**config.mk**
```make
export PLATFORM = sky130hd
export DESIGN_NAME = cm82_digit_sub
export DESIGN_NICKNAME = d
export VERILOG_FILES = /design/src/rtl/cm82_pkg.sv /design/src/rtl/cm82_digit_sub_add2_slice.sv /design/src/rtl/cm82_digit_sub.sv
export SDC_FILE = /design/constraint.sdc
export NUM_CORES = 1
export LEC_CHECK = 0
export CORE_ASPECT_RATIO = 0.7
export CORE_MARGIN = 2
export CORE_UTILIZATION = 40
export DETAILED_ROUTE_END_ITERATION = 6
export MAX_ROUTING_LAYER = met4
export PLACE_DENSITY = 0.68
export SYNTH_ARGS = -nofsm -noshare
export SYNTH_HDL_FRONTEND = slang
export SYNTH_SLANG_ARGS = --single-unit
```
**constraint.sdc**
```tcl
create_clock -name clk -period 1.8 [get_ports clk]
set_clock_uncertainty 0.15 [all_clocks]
set_input_delay 0.18 -clock clk [delete_from_list [all_inputs] [get_ports clk]]
set_output_delay 0.18 -clock clk [all_outputs]
set_load 0.02 [all_outputs]
```
**src/rtl/cm82_pkg.sv**
```systemverilog
// Shared definitions for the digit-serial subtractor.
//   state_t   : controller states (IDLE, RUN, DONE)
//   DIGIT_W   : bits processed per RUN cycle
//   cnt_width : digit-counter width for a given digit count (never below 1)
package cm82_pkg;

    typedef enum logic [1:0] {
        IDLE = 2'd0,
        RUN  = 2'd1,
        DONE = 2'd2
    } state_t;

    localparam int DIGIT_W = 2;

    function automatic int cnt_width(input int digits);
        return (digits > 1) ? $clog2(digits) : 1;
    endfunction

endpackage

```
**src/rtl/cm82_digit_sub_add2_slice.sv**
```systemverilog
// Combinational 2-bit adder slice used by the subtractor once per RUN cycle.
//   a, b : 2-bit addends
//   cin  : carry in
//   s    : 2-bit sum
//   cout : carry out
module add2_slice (
    input  logic [1:0] a,
    input  logic [1:0] b,
    input  logic       cin,
    output logic [1:0] s,
    output logic       cout
);

    logic [2:0] sum_full;

    assign sum_full = {1'b0, a} + {1'b0, b} + {2'b00, cin};
    assign s        = sum_full[1:0];
    assign cout     = sum_full[2];

endmodule

```
**src/rtl/cm82_digit_sub.sv**
```systemverilog
// Digit-serial unsigned subtractor: diff = a - b - bin (mod 2^WIDTH),
// bout = 1 when a < b + bin. Subtraction is done as a + ~b + ~bin, two bits
// per cycle, least significant digit first.
//   clk, rst            : clock, asynchronous active-high reset
//   in_valid / in_ready : operand handshake (ready only in IDLE)
//   a, b, bin           : minuend, subtrahend, borrow-in (sampled at accept)
//   out_valid/out_ready : result handshake (valid only in DONE)
//   diff, bout          : result; diff shows partial shift contents in RUN
module cm82_digit_sub
    import cm82_pkg::*;
#(
    parameter int WIDTH = 16
) (
    input  logic             clk,
    input  logic             rst,
    input  logic             in_valid,
    output logic             in_ready,
    input  logic [WIDTH-1:0] a,
    input  logic [WIDTH-1:0] b,
    input  logic             bin,
    output logic             out_valid,
    input  logic             out_ready,
    output logic [WIDTH-1:0] diff,
    output logic             bout
);

    localparam int DIGITS = WIDTH / DIGIT_W;
    localparam int CNT_W  = cnt_width(DIGITS);
    localparam logic [CNT_W-1:0] LAST_DIGIT = CNT_W'(DIGITS - 1);

    state_t           state_reg;
    logic [WIDTH-1:0] a_sh_reg;
    logic [WIDTH-1:0] nb_sh_reg;
    logic [WIDTH-1:0] diff_reg;
    logic             bout_reg;
    logic             carry_reg;
    logic [CNT_W-1:0] cnt_reg;

    logic [1:0]       s_digit;
    logic             c_next;
    logic [WIDTH-1:0] diff_next;

    // One slice, fed from the low digit of the shift registers every cycle.
    add2_slice u_slice (
        .a    (a_sh_reg[1:0]),
        .b    (nb_sh_reg[1:0]),
        .cin  (carry_reg),
        .s    (s_digit),
        .cout (c_next)
    );

    // New digit enters at the MSB end so that after the last digit the
    // first-computed digit has reached bit 0.
    generate
        if (WIDTH > DIGIT_W) begin : g_diff_shift
            assign diff_next = {s_digit, diff_reg[WIDTH-1:DIGIT_W]};
        end else begin : g_diff_single
            assign diff_next = s_digit;
        end
    endgenerate

    always_ff @(posedge clk or posedge rst) begin
        if (rst) begin
            state_reg <= IDLE;
            a_sh_reg  <= '0;
            nb_sh_reg <= '0;
            diff_reg  <= '0;
            bout_reg  <= 1'b0;
            carry_reg <= 1'b0;
            cnt_reg   <= '0;
        end else begin
            case (state_reg)
                IDLE: begin
                    if (in_valid) begin
                        a_sh_reg  <= a;
                        nb_sh_reg <= ~b;
                        // Inverted borrow acts as the +1 of two's complement
                        // when bin = 0.
                        carry_reg <= ~bin;
                        cnt_reg   <= '0;
                        state_reg <= RUN;
                    end
                end
                RUN: begin
                    diff_reg  <= diff_next;
                    a_sh_reg  <= a_sh_reg >> DIGIT_W;
                    nb_sh_reg <= nb_sh_reg >> DIGIT_W;
                    carry_reg <= c_next;
                    if (cnt_reg == LAST_DIGIT) begin
                        // No final carry means the subtraction wrapped.
                        bout_reg  <= ~c_next;
                        state_reg <= DONE;
                    end else begin
                        cnt_reg <= cnt_reg + CNT_W'(1);
                    end
                end
                DONE: begin
                    if (out_ready) begin
                        state_reg <= IDLE;
                    end
                end
                default: begin
                    state_reg <= IDLE;
                end
            endcase
        end
    end

    assign in_ready  = (state_reg == IDLE);
    assign out_valid = (state_reg == DONE);
    assign diff      = diff_reg;
    assign bout      = bout_reg;

endmodule

```
==> impl_metrics.ini <==
[global_route]
grt_pass1_wl_um = 9370
grt_pass1_vias = 1933
grt_start_max_net_pins = 36
grt_remaining_overflow = 0
grt_usage = 0.172
antenna_found_initial = 0

[clock_network]
clk_latency_ns = 0.32
cts_buffers = 5
cts_tree = built
clock_sinks = 55
h-tree-depth = 2
clock_path_buffers = 2
clk_pin_slew_ns = 0.11
cts_root_buf = clkbuf_8

[critical_path]
cp-end-kind = register
crit_path_start_kind = register
r2r_start = nb_sh_reg[0]
rr_endpoint = carry_reg
path_class = reg2reg
cp.required_ns = 1.85
path_max_fanout = 2
ff2ff_path_depth = 5
cp.arrival_ns = 1.79
rrSetupSlack_ns = 0.06

[yosys]
synthCells = 233
syn_nets = 274
yosys_warnings = 0
ys_seq_area_frac = 0.528
syn_area_um2 = 2610
synth_area_per_cell_um2 = 11.2
synth_cell_types = 26
synth_seq_cells = 55

[finish]
final_layout_size_suffix_gt1_frac = 0.177
areaGrowthSynthToFinish_pct = 31.0
fin_nets = 334
fillers = 557
diodes = 0
final_common_cell = dfrtp_1
mostFrequentLayoutCells = dfrtp_1 (55), clkdlybuf4s50_1 (53), nor3_1 (26)
stdcell_area_um2 = 3420

[timing]
relSlewSlack = 0.572
finalHoldViolations = 0
post-route-period-util = 0.966
finalWorstSetupSlack_ns = 0.0616
finalSetupTns_ns = 0
fin_crit_ns = 1.74
rsz0062_at_grt = no
max_freq_mhz = 575
tightest_slew_ns = 0.641
final-setup-viol-count = 0
drv_slew = 0

[placed_design]
io_buffers = 55
gp_congestion = 0.759
hpwlAfterDp_um = 3950
place_ws_ns = -0.155
post_dp_cell_area_um2 = 3300

[routing]
via_count = 1936
drtIter0Drc = 131
detail_route.wirelength_um = 5480
firstDrtPassIters = 4
post_drt_wl_per_cell_um = 14.7
viasPerCell = 5.20
drc = 0
ant_nets = 0

[floorplan]
dieArea_um2 = 7190
coreArea_um2 = 6280
die_w_um = 101
io_pins = 56
die_h_um = 71.6
num_rows = 24
start_util = 0.416

[worst_hold_path]
hold_end = a_sh_reg[15]
hold_class = in2reg
whs_path_depth = 3
min_from = a[15]

[pwr]
powerDensity_nw_per_um2 = 1630
p_leak_uw = 0.00144
ir_drop_mv = 0.760

[run]
cap_violations = 0

[status]
status = complete, no violations
-- critical path: stages, from the launching register on --
cell	delay, ns
dfrtp_1	0.40
inv_2	0.07
fa_2	0.19
inv_2	0.04
fa_1	0.46
a221o_1	0.32
-- cell families (layout without fill, tap and decap cells) --
kind of cell	count (synthesis)	after routing	share of synthesized area
muxes	17	17	0.0729
buffers and inverters	28	89	0.0647
adders and majority gates	4	4	0.0249
AOI/OAI and AO/OA	48	48	0.155
DFF	55	55	0.528
and+or+nand+nor	81	81	0.154
-- cell type report --
type | instances | area (um^2) | share of cell area
multi-input combinational | 150 | 1080 | 0.315
clock inverter | 3 | 27.5 | 0.00806
inverter | 8 | 30.0 | 0.00879
sequential | 55 | 1380 | 0.403
clock buffer | 5 | 68.8 | 0.0201
tap | 78 | 97.6 | 0.0286
timing repair buffer | 73 | 739 | 0.216
-- metal layers --
layer | GRT usage | wire (um)
met1 | 0.252 | 2820
met2 | 0.242 | 2400
met3 | 0.0410 | 221
met4 | 0.0441 | 37
met5 | - | 0
-- Yosys cell counts, drive strengths merged --
cell,number,area (um^2)
dfrtp,55,1380
nor3,26,130
nand2,19,71.3
buf,18,131
mux2,16,180
nor2,16,60.1
o31ai,16,135
a221o,15,150
nor3b,13,97.6
inv,8,30.0
a22o,6,52.6
nand2b,5,31.3
o21ai,4,20.0
a21oi,3,15.0
clkbuf,2,7.51
fa,2,40.0
ha,2,25.0
nor2b,2,12.5
a31oi,1,6.26
mux2i,1,10.0
o21ba,1,10.0
o21bai,1,7.51
o32ai,1,8.76
-- report_power, final --
part	switching, uW	internal, uW
Sequential	396	1800
Clock	441	287
Combinational	1230	1410
-- repair_timing --
item                                    CTS  global route
gates resized for setup                   3             6
endpoints found under the setup margin    3            26
pin swaps                                 0             1
setup buffers                             0             0
hold endpoints to repair                 10             0
hold buffers                              1             0
-- per-stage QoR --
stage                     std cells  hold WS (ns)  utilization  total power, uW
after detailed placement        363         0.316        0.526             4860
final                           372         0.285        0.544             5570
after global routing            372         0.290        0.544             5990
after global placement          363         0.318        0.526             4740
after floorplan                 233         0.137            -             3940
after CTS                       372         0.282        0.542             5580
-- worst max path at each step --
stage	endpoint	startpoint	slack (ns)	depth (start not counted)
3_3_place_gp	a_sh_reg[15]	in_valid	-0.14	4
5_1_grt	diff[15]	nb_sh_reg[0]	0.005	5
3_5_place_dp	nb_sh_reg[1]	in_valid	-0.16	3
2_1_floorplan	diff[15]	nb_sh_reg[0]	0.05	5
6_report	carry_reg	nb_sh_reg[0]	0.06	5
4_1_cts	a_sh_reg[15]	state_reg[0]	0.004	3
Note: power is estimated with default switching activity, not from simulation.
